==> src/rtl/sang_dan.sv <==
// Top-level RTL for this block is module sang_dan_ctrl in rtl/sang_dan_ctrl.sv.

==> src/rtl/sang_dan_pkg.sv <==
// Shared types and constants for the sang_dan LED-chaser controller.
// Optional speed feature is enabled with macro SANG_DAN_SPEED_EN.
package sang_dan_pkg;

  localparam int unsigned DB_CYCLES_DEF = 250000;
  localparam int unsigned TICK_DIV_DEF  = 12500000;
  localparam int unsigned SPEED_W       = 2;

  typedef enum logic [1:0] {
    IDLE         = 2'd0,
    PRESS_WAIT   = 2'd1,
    HELD         = 2'd2,
    RELEASE_WAIT = 2'd3
  } db_state_e;

  // Divider after applying a speed shift; never lets the period collapse to 0.
  function automatic int unsigned eff_div(input int unsigned div, input logic [SPEED_W-1:0] spd);
    int unsigned d;
    d = div >> spd;
    return (d == 0) ? 1 : d;
  endfunction

endpackage

==> src/rtl/sang_dan_ctrl_if.sv <==
// Button inputs and chaser control outputs of sang_dan_ctrl.
// btn_speed exists only when SANG_DAN_SPEED_EN is defined.
interface sang_dan_ctrl_if;
  logic btn_ss;
  logic btn_mode;
`ifdef SANG_DAN_SPEED_EN
  logic btn_speed;
`endif
  logic SS;
  logic MODE;
  logic step;

`ifdef SANG_DAN_SPEED_EN
  modport master (output btn_ss, output btn_mode, output btn_speed,
                  input SS, input MODE, input step);
  modport slave  (input btn_ss, input btn_mode, input btn_speed,
                  output SS, output MODE, output step);
`else
  modport master (output btn_ss, output btn_mode,
                  input SS, input MODE, input step);
  modport slave  (input btn_ss, input btn_mode,
                  output SS, output MODE, output step);
`endif
endinterface

==> src/rtl/sang_dan_debounce.sv <==
// Two-flop synchronizer plus debounce FSM for one pushbutton.
// press is a combinational one-cycle pulse so the consumer's register
// toggles on the same edge the FSM enters HELD.
module sang_dan_debounce
  import sang_dan_pkg::*;
#(
  parameter int unsigned DB_CYCLES = DB_CYCLES_DEF
) (
  input  logic clk,
  input  logic reset,
  input  logic btn,
  output logic press
);

  localparam int unsigned CNT_W = (DB_CYCLES > 1) ? $clog2(DB_CYCLES) : 1;
  localparam logic [CNT_W-1:0] CNT_LAST = CNT_W'(DB_CYCLES - 1);

  logic             sync1_q;
  logic             sync2_q;
  db_state_e        state_q, state_d;
  logic [CNT_W-1:0] cnt_q, cnt_d;

  // Synchronize the raw asynchronous button
  always_ff @(posedge clk or negedge reset) begin
    if (!reset) begin
      sync1_q <= 1'b0;
      sync2_q <= 1'b0;
    end else begin
      sync1_q <= btn;
      sync2_q <= sync1_q;
    end
  end

  // FSM state and stable-time counter
  always_ff @(posedge clk or negedge reset) begin
    if (!reset) begin
      state_q <= IDLE;
      cnt_q   <= '0;
    end else begin
      state_q <= state_d;
      cnt_q   <= cnt_d;
    end
  end

  // Next state, counter and press event
  always_comb begin
    state_d = state_q;
    cnt_d   = cnt_q;
    press   = 1'b0;
    case (state_q)
      IDLE: begin
        if (sync2_q) begin
          state_d = PRESS_WAIT;
          cnt_d   = '0;
        end
      end
      PRESS_WAIT: begin
        if (!sync2_q) begin
          state_d = IDLE;
        end else if (cnt_q == CNT_LAST) begin
          state_d = HELD;
          press   = 1'b1;
        end else begin
          cnt_d = cnt_q + CNT_W'(1);
        end
      end
      HELD: begin
        if (!sync2_q) begin
          state_d = RELEASE_WAIT;
          cnt_d   = '0;
        end
      end
      RELEASE_WAIT: begin
        if (sync2_q) begin
          state_d = HELD;
        end else if (cnt_q == CNT_LAST) begin
          state_d = IDLE;
        end else begin
          cnt_d = cnt_q + CNT_W'(1);
        end
      end
      default: state_d = IDLE;
    endcase
  end

endmodule

==> src/rtl/sang_dan_ctrl.sv <==
// LED-chaser controller: debounced start/stop and mode toggles, step-pulse divider.
// Define SANG_DAN_SPEED_EN to add a speed button selecting divider TICK_DIV>>speed.
module sang_dan_ctrl
  import sang_dan_pkg::*;
#(
  parameter int unsigned DB_CYCLES = DB_CYCLES_DEF,
  parameter int unsigned TICK_DIV  = TICK_DIV_DEF
) (
  input  logic            clk,
  input  logic            reset,
  sang_dan_ctrl_if.slave  bus
);

  localparam int unsigned CNT_W = $clog2(TICK_DIV);
  localparam logic [CNT_W-1:0] TICK_LAST_DEF = CNT_W'(TICK_DIV - 1);

  logic             press_ss;
  logic             press_mode;
  logic             ss_q, ss_d;
  logic             mode_q, mode_d;
  logic             step_q, step_d;
  logic [CNT_W-1:0] tick_cnt_q, tick_cnt_d;
  logic [CNT_W-1:0] tick_last;
  logic             cnt_clear;

  sang_dan_debounce #(.DB_CYCLES(DB_CYCLES)) u_db_ss (
    .clk   (clk),
    .reset (reset),
    .btn   (bus.btn_ss),
    .press (press_ss)
  );

  sang_dan_debounce #(.DB_CYCLES(DB_CYCLES)) u_db_mode (
    .clk   (clk),
    .reset (reset),
    .btn   (bus.btn_mode),
    .press (press_mode)
  );

`ifdef SANG_DAN_SPEED_EN
  logic               press_speed;
  logic [SPEED_W-1:0] speed_q, speed_d;

  sang_dan_debounce #(.DB_CYCLES(DB_CYCLES)) u_db_speed (
    .clk   (clk),
    .reset (reset),
    .btn   (bus.btn_speed),
    .press (press_speed)
  );
`endif

  // Control and divider registers
  always_ff @(posedge clk or negedge reset) begin
    if (!reset) begin
      ss_q       <= 1'b0;
      mode_q     <= 1'b0;
      step_q     <= 1'b0;
      tick_cnt_q <= '0;
`ifdef SANG_DAN_SPEED_EN
      speed_q    <= '0;
`endif
    end else begin
      ss_q       <= ss_d;
      mode_q     <= mode_d;
      step_q     <= step_d;
      tick_cnt_q <= tick_cnt_d;
`ifdef SANG_DAN_SPEED_EN
      speed_q    <= speed_d;
`endif
    end
  end

  // Toggles, counter restart and step generation
  always_comb begin
    ss_d      = ss_q ^ press_ss;
    mode_d    = mode_q ^ press_mode;
    cnt_clear = press_mode;
    tick_last = TICK_LAST_DEF;
`ifdef SANG_DAN_SPEED_EN
    speed_d   = speed_q + SPEED_W'(press_speed);
    cnt_clear = press_mode | press_speed;
    tick_last = CNT_W'(eff_div(TICK_DIV, speed_q) - 1);
`endif
    // Counter restarts from 0 whenever SS is (or is becoming) low, or on a pattern/speed change
    if (!ss_q || !ss_d || cnt_clear) begin
      tick_cnt_d = '0;
    end else if (tick_cnt_q == tick_last) begin
      tick_cnt_d = '0;
    end else begin
      tick_cnt_d = tick_cnt_q + CNT_W'(1);
    end
    // Gating on ss_d keeps step low in the cycle after SS falls
    step_d = ss_q && ss_d && !cnt_clear && (tick_cnt_q == tick_last);
  end

  assign bus.SS   = ss_q;
  assign bus.MODE = mode_q;
  assign bus.step = step_q;

endmodule
==> src/flat_wrapper.sv <==
// flat-port wrapper written by rule: the top's interface ports become plain ports
module sang_dan_ctrl_flat import sang_dan_pkg::*;
#(
  parameter int unsigned DB_CYCLES = DB_CYCLES_DEF,
  parameter int unsigned TICK_DIV  = TICK_DIV_DEF
)
  (clk, reset, bus_btn_ss, bus_btn_mode, bus_SS, bus_MODE, bus_step);
  sang_dan_ctrl_if bus_i ();
  input  logic clk;
  input  logic reset;
  input wire logic [$bits(bus_i.btn_ss)-1:0] bus_btn_ss;
  input wire logic [$bits(bus_i.btn_mode)-1:0] bus_btn_mode;
  output wire logic [$bits(bus_i.SS)-1:0] bus_SS;
  output wire logic [$bits(bus_i.MODE)-1:0] bus_MODE;
  output wire logic [$bits(bus_i.step)-1:0] bus_step;
  assign bus_i.btn_ss = bus_btn_ss;
  assign bus_i.btn_mode = bus_btn_mode;
  assign bus_SS = bus_i.SS;
  assign bus_MODE = bus_i.MODE;
  assign bus_step = bus_i.step;
  sang_dan_ctrl #(.DB_CYCLES(DB_CYCLES), .TICK_DIV(TICK_DIV)) u_core (.clk(clk), .reset(reset), .bus(bus_i));
endmodule
==> config.mk <==
export PLATFORM = sky130hd
export DESIGN_NAME = sang_dan_ctrl_flat
export DESIGN_NICKNAME = d
export VERILOG_FILES = /design/src/rtl/sang_dan.sv /design/src/rtl/sang_dan_pkg.sv /design/src/rtl/sang_dan_ctrl_if.sv /design/src/rtl/sang_dan_debounce.sv /design/src/rtl/sang_dan_ctrl.sv /design/src/flat_wrapper.sv
export SDC_FILE = /design/constraint.sdc
export NUM_CORES = 1
export LEC_CHECK = 0
export ABC_AREA = 0
export BUFFER_PORTS_ARGS = -buffer_cell sky130_fd_sc_hd__clkbuf_2
export CORE_MARGIN = 2
export CORE_UTILIZATION = 30
export CTS_CLUSTER_SIZE = 24
export DETAILED_ROUTE_END_ITERATION = 7
export GPL_TIMING_DRIVEN = 0
export PLACE_DENSITY_LB_ADDON = 0.05
export SYNTH_ARGS = -nofsm -noshare
export SYNTH_HDL_FRONTEND = slang
export SYNTH_SLANG_ARGS = --single-unit
==> constraint.sdc <==
create_clock -name clk -period 3.4 [get_ports clk]
set_clock_uncertainty 0.1 [all_clocks]
set_input_delay 0.17 -clock clk [delete_from_list [all_inputs] [get_ports clk]]
set_output_delay 0.17 -clock clk [all_outputs]
set_load 0.02 [all_outputs]
==> impl_results.md, run 1 <==
* Synthesized cell area at roughly 3600 um^2
* Async SR Flop Fraction at between 90% and 100%
* Largest register FFs at 24
* CTS Buffer Depth at 2
* Post-synthesis mux area share at 1.84%
* CP arrival at ~3.1 ns
* Post-synthesis cell type count at between 40 and 50
* Share of the yosys chip area belonging to registers at 49.4%
* Die Ht at 114 um
* Adder-cell share of the synthesized area at 1.39%
* Hold path start: u_core.u_db_ss.sync1_q
* Final setup fails at 0
* Synth Area in Simple Gates at ~28%
* H-tree depth at 3
* Inst Count DP at between 500 and 600
* Area grow syn2layout at 15.3%
* RSZ-0062 raised after global routing: no
* CORE AREA at around 12000 um^2
* Clock latency on the worst-skew pair at around 0.34 ns
* Final wirelength at ~8.0 mm
* Grt total ovfl at 0
* CP Depth at 10
* Int Pwr at ~1400 uW
* Post-route minimum period at 2.97 ns
* Slew Limit Fails at 0
* Share of power burned in registers at between 40% and 50%
* Most frequent cells in the layout: dfrtp_1, nor2_1, nand2_1
* Max Cap Viol at 0
* # IOs at 7
* Cells after Synth at around 380
* Main combinational cell family by area after synthesis: simple AND/OR/NAND/NOR gates
* Reg area at 1780 um^2
* Fin. Hold Viols at 0
* Effective utilization at floorplan at 30.3%
* DR pass1 iterations at 4
* WHS Path Cells at 0
* Share of the synthesized area in the top cell type at about half
* EDFF count, synth at 0
* Worst r2r src: u_core.u_db_ss.cnt_q[0]
* Synth Register Bits at about 70
* Clk slew on worst S/H paths at 0.06 ns
* Leading post-synthesis cells by cell area: dfrtp_1, nor2_1, xor2_1
* Comb pwr share at 3.8%
* Syn_nets at 385
* Via density at between 4 and 5
* Crit-path cells: ha_1 -> nand3_1 -> nor4_1 -> buf_2 -> nand4b_1 -> ha_1 -> o21ai_0 -> nand2b_4 -> buf_6 -> nor2_1
* Compound-Gate Fraction of Synth Area at roughly 6.9%
* YS warnings at 0
* Max VDD drop at roughly 0.00022 V
* Worst path required time at about 3.5 ns
* GRT Util Overall at 13.8%
* Largest Register: u_core.tick_cnt_q
* CP endpoint kind: register
* Clk sinks at between 70 and 80
* Die area at 12900 um^2
* Type of the worst min-delay path: register to register
* Status: complete, no violations
* P_sw at roughly 420 uW
* Largest regs: u_core.tick_cnt_q x24, u_core.u_db_mode.cnt_q x18, u_core.u_db_ss.cnt_q x18
* Final Net Count at slightly above 400
* Top Family by Delay on Critical Path: simple AND/OR/NAND/NOR gates
* FF-to-FF path depth at 10
* Die width at between 100 and 150 um
* Clock Root Buffer: clkbuf_16
* Final GP Congestion at ~0.72
* Synth Area in XOR/XNOR at 9.49%
* Slew margin rel. at between 50% and 60%
* CP dominant cell by count: ha_1
* Sw Ratio at between 20% and 30%
* Pleak at about 0.0017 uW
* IO Port Bufs at 6
* Setup Buffers After CTS at 0
* Worst-Margin Slew at 0.696 ns
* Fin Setup TNS at 0 ns
* First-pass GRT wire length at between 10 and 15 mm
* Initial antenna violation count at 0
* CTS buffer count at 9
* Most common cell after layout, fill and taps aside: dfrtp_1
* Number of global-route vias before repair at between 2000 and 3000
* Syn Area/Cell at approximately 9.5 um^2
* Vias post-DR at approximately 2700
* Startpoint class of the critical path: register
* CP max stage delay at 0.50 ns
* Buf+Inv Stages, Crit Path at 2
* Dpl hpwl at 5.38 mm
* Main synth FF type: dfrtp_1
* Num rows at 40
* Yosys top cell by area: dfrtp_1
* Initial DRC count at 133
* Crit Path Category: register to register
* Post-route ant nets at 0
* # DRC at 0
* Filler instances at 1208
* CP Launch Point: u_core.u_db_ss.cnt_q[0]
* Clock network fraction of total power at 48.3%
* Final Cycle Share at between 80% and 90%
* Layout cell share with drive strength beyond 1 at a little under 9%
* Diodes inserted at 0
* Peak Freq at 0.336 GHz
* CTS tree: done
* Finished Layout Cells at 550
* Wirelength per Cell at ~14 um
* Largest net degree at the start of global routing at 41
* Pwr dens at between 400 and 500 nW/um^2
* CP max stage cell: nor4_1
* Multi-input logic area at roughly 1700 um^2
* Critical Path Fanout Max at 10
## routing by layer
layer	share of wire [%]	vias to the layer above	track usage [%]
li1	-	1387	-
met1	52	1307	19.3
met2	44	21	20.1
met3	2.1	10	2.87
met4	2.3	0	7.07
met5	0	-	0
## stage by stage
stage	utilization, %	setup slack (ns)	instance area (um^2)	total power [uW]	hold WS, ns
2_1_floorplan	-	1.13	3600	920	-0.226
3_3_place_gp	32.1	0.410	3810	955	0.182
3_5_place_dp	32.4	0.389	3840	959	0.102
4_1_cts	35.0	0.386	4150	1860	0.249
5_1_grt	35.0	0.183	4150	1900	0.255
6_report	35.0	0.427	4150	1830	0.246
## cell type report
| class | count | share of cell area (%) |
|---|---|---|
| clock inverter | 4 | 0.483 |
| inverter | 7 | 0.633 |
| multi-input combinational | 286 | 41.7 |
| timing repair buffer | 10 | 2.17 |
| clock buffer | 12 | 6.18 |
| buffer | 13 | 1.57 |
| sequential | 71 | 42.8 |
| tap | 147 | 4.43 |
## power groups by stage
stage               combinational, uW  clock, uW  sequential (uW)
floorplan                        34.4          0              886
global placement                 65.7          0              889
detailed placement               70.2          0              889
CTS                              72.9        913              874
global route                     83.0        942              876
finish                           70.1        883              874
## repair_timing
item,4_1_cts,5_1_grt
endpoints found under the hold margin,33,0
hold buffers,3,0
gates resized for setup,0,0
## logic make-up after synthesis
| group | count (synthesis) |
|---|---|
| AO/OA/AOI/OAI | 36 |
| XOR/XNOR | 39 |
| adder cells (fa/ha/maj) | 4 |
| buffers and inverters | 20 |
| flip-flops | 71 |
| multiplexers | 6 |
| AND/OR/NAND/NOR | 201 |
## synth_stat cells, types with 6 or more instances
cell type  number
xor2_1         20
or3_1           8
inv_1           7
nand3_1        28
nand4_1        12
and3_1         12
nor3_1         11
clkbuf_1       10
nor4_1         10
o21ai_0        11
nor2_1         60
xnor2_1        19
dfrtp_1        71
nor4b_1         6
nand2_1        34
## path summary, 6_finish.rpt
check	to	slack [ns]
setup / recovery	u_core.tick_cnt_q[19]	0.43
hold / removal	u_core.u_db_ss.sync2_q	0.25
setup reg to reg	u_core.tick_cnt_q[19]	0.43
hold reg to reg	u_core.u_db_ss.sync2_q	0.25
max in group asynchronous	u_core.tick_cnt_q[0]	2.36
min in group asynchronous	u_core.u_db_mode.cnt_q[0]	0.26
Note: power is estimated with default switching activity, not from simulation.
==> run 2, diff against run 1 <==
--- a/config.mk
+++ b/config.mk
@@ -13,6 +13,7 @@
 export DETAILED_ROUTE_END_ITERATION = 7
 export GPL_TIMING_DRIVEN = 0
 export PLACE_DENSITY_LB_ADDON = 0.05
+export REMOVE_ABC_BUFFERS = 1
 export SYNTH_ARGS = -nofsm -noshare
 export SYNTH_HDL_FRONTEND = slang
 export SYNTH_SLANG_ARGS = --single-unit
==> run 2 against run 1 <==
Sequential share of layout area hardly changed. Combinational power is 11% lower. Cell count is 2.0% lower. Power is 5.1% higher. Wire length is 3.3% lower. Global-route usage is 0.36 points lower. Highest routed layer unchanged.
==> impl_results.md, run 2 (same netlist as run 1, synthesis figures left out) <==
* Clock latency on the worst-skew pair at 0.34 ns (about the same)
* Max Cap Viol at 0 (unchanged)
* CP arrival at 2.84 ns (was 3.10 ns)
* Clk slew on worst S/H paths at 0.06 ns (about the same)
* Clock Root Buffer: clkbuf_16 (unchanged)
* Initial antenna violation count at 0 (unchanged)
* Peak Freq at 0.367 GHz (was 0.336 GHz)
* Final Cycle Share at 80.2% (was 87.5%)
* CP endpoint kind: register (unchanged)
* Final Net Count at 395 (was 406)
* Filler instances at 1210 (was 1208)
* Wirelength per Cell at 14.3 um (was 14.5 um)
* Final wirelength at 7.69 mm (was 7.96 mm)
* Slew margin rel. at 13.1% (was 53.3%)
* IO Port Bufs at 6 (unchanged)
* Fin. Hold Viols at 0 (unchanged)
* Largest regs: u_core.tick_cnt_q x24, u_core.u_db_mode.cnt_q x18, u_core.u_db_ss.cnt_q x18 (unchanged)
* Final setup fails at 0 (unchanged)
* H-tree depth at 3 (unchanged)
* Diodes inserted at 0 (unchanged)
* GRT Util Overall at 13.4% (was 13.8%)
* Met1 Routed Length at 3.82 mm (was 4.14 mm)
* Most frequent cells in the layout: dfrtp_1, nor2_1, nand2_1 (unchanged)
* Dpl hpwl at 5.02 mm (was 5.38 mm)
* Hold path start: u_core.u_db_ss.sync1_q (unchanged)
* CTS tree: done (unchanged)
* Setup Buffers After CTS at 0 (unchanged)
* Vias post-DR at 2681 (was 2725)
* First-pass GRT wire length at 13.6 mm (was 14.0 mm)
* Worst path required time at 3.51 ns (was 3.52 ns)
* RSZ-0062 raised after global routing: no (unchanged)
* Largest register FFs at 24 (unchanged)
* Initial DRC count at 131 (was 133)
* Type of the worst min-delay path: register to register (unchanged)
* Number of global-route vias before repair at 2713 (was 2707)
* Reg2reg end: u_core.tick_cnt_q[13] (was u_core.tick_cnt_q[19])
* Crit Path Category: register to register (unchanged)
* Startpoint class of the critical path: register (unchanged)
* Met3 WL post-DR at 217 um (was 166 um)
* Die area at 12900 um^2 (unchanged)
* Num rows at 40 (unchanged)
* FF-to-FF path depth at 9 (was 10)
* Flop-to-flop setup slack at 0.67 ns (was 0.43 ns)
* Total length of routed met2 wires at 3.53 mm (was 3.46 mm)
* Finished Layout Cells at 539 (was 550)
* Layout cell share with drive strength beyond 1 at 9.18% (was 8.68%)
* # IOs at 7 (unchanged)
* Area grow syn2layout at 15.2% (was 15.3%)
* Largest Register: u_core.tick_cnt_q (unchanged)
* Largest net degree at the start of global routing at 41 (unchanged)
* Worst r2r src: u_core.u_db_ss.cnt_q[0] (unchanged)
* Max VDD drop at 0.000189 V (was 0.000225 V)
* Hold Path End: u_core.u_db_ss.sync2_q (unchanged)
* Post-route ant nets at 0 (unchanged)
* Final GP Congestion at 0.688 (was 0.722)
* DR pass1 iterations at 4 (unchanged)
* Inst Count DP at 520 (was 531)
* Grt total ovfl at 0 (unchanged)
* CTS buffer count at 9 (unchanged)
* Via density at 4.97 (was 4.95)
* Most common cell after layout, fill and taps aside: dfrtp_1 (unchanged)
* CTS Buffer Depth at 2 (unchanged)
* Status: complete, no violations (unchanged)
* Post-route minimum period at 2.73 ns (was 2.97 ns)
* WHS Path Cells at 0 (unchanged)
* Slew Limit Fails at 0 (unchanged)
* Worst-Margin Slew at 1.29 ns (was 0.696 ns)
* DR top layer: met4 (unchanged)
* # DRC at 0 (unchanged)
* Effective utilization at floorplan at 30.3% (unchanged)
* Critical Path Fanout Max at 23 (was 10)
* Die Ht at 114 um (unchanged)
* CORE AREA at 11900 um^2 (unchanged)
* Die width at 114 um (unchanged)
* Pleak at 0.00170 uW (about the same)
* Clk sinks at 71 (unchanged)
* Design Power at 1920 uW (was 1830 uW)
* Pwr dens at 463 nW/um^2 (was 441 nW/um^2)
-- run 2: how the worst max path moves through the flow --
stage | start | end | cells past startpoint
6_report | u_core.u_db_ss.cnt_q[0] | u_core.tick_cnt_q[13] | 9
5_1_grt | u_core.u_db_ss.cnt_q[0] | u_core.tick_cnt_q[16] | 9
4_1_cts | u_core.u_db_ss.cnt_q[0] | u_core.tick_cnt_q[6] | 9
2_1_floorplan | u_core.u_db_ss.cnt_q[0] | u_core.tick_cnt_q[10] | 8
3_3_place_gp | u_core.u_db_ss.cnt_q[0] | u_core.tick_cnt_q[13] | 8
3_5_place_dp | u_core.u_db_ss.cnt_q[0] | u_core.tick_cnt_q[16] | 9
-- run 2: where the power goes --
group | leakage [uW] | switching, uW | total (uW) | internal [uW]
clock network | 0.000156 | 355 | 980 | 626
logic | 0.000569 | 39.8 | 62.2 | 22.5
registers | 0.000974 | 20.6 | 879 | 859
total | 0.00170 | 415 | 1920 | 1510
-- run 2: metrics by stage --
| stage | setup slack [ns] | setup TNS, ns | area (um^2) | hold slack (ns) | util [%] |
|---|---|---|---|---|---|
| floorplan | 0.696 | 0 | 3530 | -0.226 | - |
| global placement | -0.441 | -10.05 | 3750 | 0.179 | 31.6 |
| detailed placement | 0.585 | 0 | 3810 | 0.0964 | 32.1 |
| global route | 0.393 | 0 | 4150 | 0.264 | 35.0 |
| finish | 0.673 | 0 | 4150 | 0.249 | 35.0 |
| CTS | 0.570 | 0 | 4150 | 0.252 | 35.0 |
-- run 2: timing repair --
| item | CTS | global route |
|---|---|---|
| resized for setup | 0 | 0 |
| endpoints found under the hold margin | 33 | 0 |
| hold buffers | 3 | 0 |
-- run 2: area by class of cell --
cell class	instances	area, um^2	area share (%)
Sequential cell	71	1780	42.8
Multi-Input combinational cell	286	1740	42.1
Clock buffer	13	270	6.52
Tap cell	147	184	4.44
Timing Repair Buffer	12	105	2.53
Clock inverter	3	40.0	0.966
Inverter	7	26.3	0.634
-- run 2: metal layers --
metal  track usage (%)  up-vias
met4              5.37        0
met2              20.6       24
met1              17.9     1295
met3              3.83       10
li1                  -     1352
met5                 0        -
-- run 2: worst max-delay path, stage by stage, from the launching register on --
cell	delay (ns)
dfrtp_1	0.43
ha_1	0.19
nand3_1	0.28
nor4_2	0.32
buf_4	0.21
nand4b_1	0.12
ha_1	0.23
o21ai_0	0.22
nand2b_4	0.41
nor2_1	0.09
==> run 3, diff against run 2 <==
==> constraint.sdc (replaced) <==
create_clock -name clk -period 2.3 [get_ports clk]
set_clock_uncertainty 0.1 [all_clocks]
set_input_delay 0.115 -clock clk [delete_from_list [all_inputs] [get_ports clk]]
set_output_delay 0.115 -clock clk [all_outputs]
set_load 0.02 [all_outputs]
==> run 3 against run 2 <==
Global-route usage increased by 0.45 points. Count of clock-buffer cells in the layout unchanged. Via count increased by 1.3%. First-iteration DRC count increased by 18%. Clock power increased by 48%. Combinational power increased by 66%. Sequential share of layout area decreased by 1.2 points. Maximum frequency increased by 26%. Cell count increased by 1.1%. Utilization increased by 1.1 points. Largest power group unchanged.
==> impl_results.md, run 3 (same netlist as run 1, synthesis figures left out) <==
* Status: complete, no violations (unchanged)
* Design Power at 2850 uW (was 1920 uW)
* CTS Buffer Depth at 2 (unchanged)
* CTS buffer count at 9 (unchanged)
* CP dominant cell by count: nand4b_1 (was ha_1)
* Grt total ovfl at 0 (unchanged)
* Wirelength per Cell at 14.7 um (was 14.3 um)
* Post-Place Worst Slack at -0.515 ns (was 0.585 ns)
* Clk sinks at 71 (unchanged)
* Worst-Margin Slew at 0.771 ns (was 1.29 ns)
* Area grow syn2layout at 18.8% (was 15.2%)
* Vias post-DR at 2717 (was 2681)
* CP max stage delay at 0.46 ns (was 0.43 ns)
* CP endpoint kind: register (unchanged)
* # DRC at 0 (unchanged)
* Largest net degree at the start of global routing at 41 (unchanged)
* Crit Path Category: register to register (unchanged)
* Number of global-route vias before repair at 2774 (was 2713)
* Diodes inserted at 0 (unchanged)
* Worst path required time at 2.42 ns (was 3.51 ns)
* Reg2reg end: u_core.tick_cnt_q[12] (was u_core.tick_cnt_q[13])
* Final hold slack at 0.207 ns (was 0.249 ns)
* Die width at 114 um (unchanged)
* Worst r2r src: u_core.u_db_ss.cnt_q[5] (was u_core.u_db_ss.cnt_q[0])
* First-pass GRT wire length at 14.0 mm (was 13.6 mm)
* Final setup fails at 0 (unchanged)
* Layout cell share with drive strength beyond 1 at 13.8% (was 9.18%)
* Peak Freq at 0.461 GHz (was 0.367 GHz)
* Final setup margin at 0.129 ns (was 0.673 ns)
* Final Net Count at 401 (was 395)
* Clock Root Buffer: clkbuf_16 (unchanged)
* Initial antenna violation count at 0 (unchanged)
* Clock latency on the worst-skew pair at 0.34 ns (about the same)
* Effective utilization at floorplan at 30.3% (unchanged)
* Crit-path cells: nor4b_2 -> nand4b_1 -> nor4_2 -> buf_4 -> nand4b_1 -> ha_2 -> o21ai_4 -> nand2b_4 -> nor2_1 (was ha_1 -> nand3_1 -> nor4_2 -> buf_4 -> nand4b_1 -> ha_1 -> o21ai_0 -> nand2b_4 -> nor2_1)
* Slew Limit Fails at 0 (unchanged)
* Post-route minimum period at 2.17 ns (was 2.73 ns)
* Largest Register: u_core.tick_cnt_q (unchanged)
* Fin. Hold Viols at 0 (unchanged)
* Num rows at 40 (unchanged)
* GRT Util Overall at 13.9% (was 13.4%)
* Critical Path Fanout Max at 7 (was 23)
* FF-to-FF path depth at 9 (unchanged)
* Largest register FFs at 24 (unchanged)
* Via density at 4.99 (was 4.97)
* Clk slew on worst S/H paths at 0.06 ns (about the same)
* Pwr dens at 667 nW/um^2 (was 463 nW/um^2)
* Dpl hpwl at 5.02 mm (unchanged)
* Startpoint class of the critical path: register (unchanged)
* Max VDD drop at 0.000280 V (was 0.000189 V)
* CP max stage cell: dfrtp_2 (was dfrtp_1)
* Type of the worst min-delay path: input pin to async pin (was register to register)
* H-tree depth at 3 (unchanged)
* # IOs at 7 (unchanged)
* Fin Setup TNS at 0 ns (unchanged)
* Most common cell after layout, fill and taps aside: dfrtp_1 (unchanged)
* Die Ht at 114 um (unchanged)
* Max Cap Viol at 0 (unchanged)
* IO Port Bufs at 6 (unchanged)
* Die area at 12900 um^2 (unchanged)
* CP arrival at 2.29 ns (was 2.84 ns)
* CORE AREA at 11900 um^2 (unchanged)
* Final GP Congestion at 0.688 (unchanged)
* Initial DRC count at 155 (was 131)
* Flop-to-flop setup slack at 0.13 ns (was 0.67 ns)
* DR pass1 iterations at 5 (was 4)
* Final Cycle Share at 94.4% (was 80.2%)
* Slew margin rel. at 48.3% (was 13.1%)
* Largest regs: u_core.tick_cnt_q x24, u_core.u_db_mode.cnt_q x18, u_core.u_db_ss.cnt_q x18 (unchanged)
* Pleak at 0.00176 uW (was 0.00170 uW)
* Final wirelength at 8.00 mm (was 7.69 mm)
* Post-route ant nets at 0 (unchanged)
* CTS tree: done (unchanged)
* Most frequent cells in the layout: dfrtp_1, nor2_1, nand2_1 (unchanged)
run 3: power by group:
group          leakage, uW  internal (uW)  switching, uW
clock             0.000156            925            527
combinational     0.000632           39.9           63.3
sequential        0.000969           1270           29.5
run 3: metrics by stage:
stage,utilization [%],area (um^2),std cells
after CTS,35.7,4240,544
after global placement,31.6,3750,517
final,36.1,4280,545
after floorplan,-,3530,364
after detailed placement,32.1,3810,520
after global routing,36.1,4280,545
run 3: how the worst max path moves through the flow:
stage	cells past startpoint	end	from	slack, ns
after CTS	9	u_core.tick_cnt_q[6]	u_core.u_db_ss.cnt_q[5]	0.02
after floorplan	8	u_core.tick_cnt_q[10]	u_core.u_db_ss.cnt_q[0]	-0.40
after global routing	9	u_core.tick_cnt_q[16]	u_core.u_db_ss.cnt_q[5]	-0.01
after detailed placement	9	u_core.tick_cnt_q[16]	u_core.u_db_ss.cnt_q[0]	-0.52
final	9	u_core.tick_cnt_q[12]	u_core.u_db_ss.cnt_q[5]	0.13
after global placement	8	u_core.tick_cnt_q[13]	u_core.u_db_ss.cnt_q[0]	-1.54
run 3: final cells by class:
cell class	instances	area, um^2
fill	1207	7580
multi-input combinational	289	1850
sequential	71	1780
clock buffer	13	270
tap	147	184
timing repair buffer	15	128
clock inverter	3	40.0
inverter	7	26.3
run 3: layer usage:
metal  vias up  share of wire (%)  track usage, %  wire, um
li1       1369                  -               -         -
met1      1306                 48            18.2      3880
met2        32                 47            21.8      3720
met3        10                3.3            3.83       260
met4         0                1.7            5.37       133
met5         -                  0               0         0
run 3: what timing repair did:
item	4_1_cts	5_1_grt
setup buffers	2	1
hold buffers	3	0
endpoints found under the setup margin	32	25
gates cloned	3	0
endpoints found under the hold margin	33	0
gates resized for setup	10	9
run 3: worst max-delay path, delay by kind of cell (launching register included):
kind | cells | cell delay (ns)
AND/OR/NAND/NOR | 6 | 0.99
flip-flops | 1 | 0.46
adder cells (fa/ha/maj) | 1 | 0.24
buffers and inverters | 1 | 0.16
AO/OA/AOI/OAI | 1 | 0.11
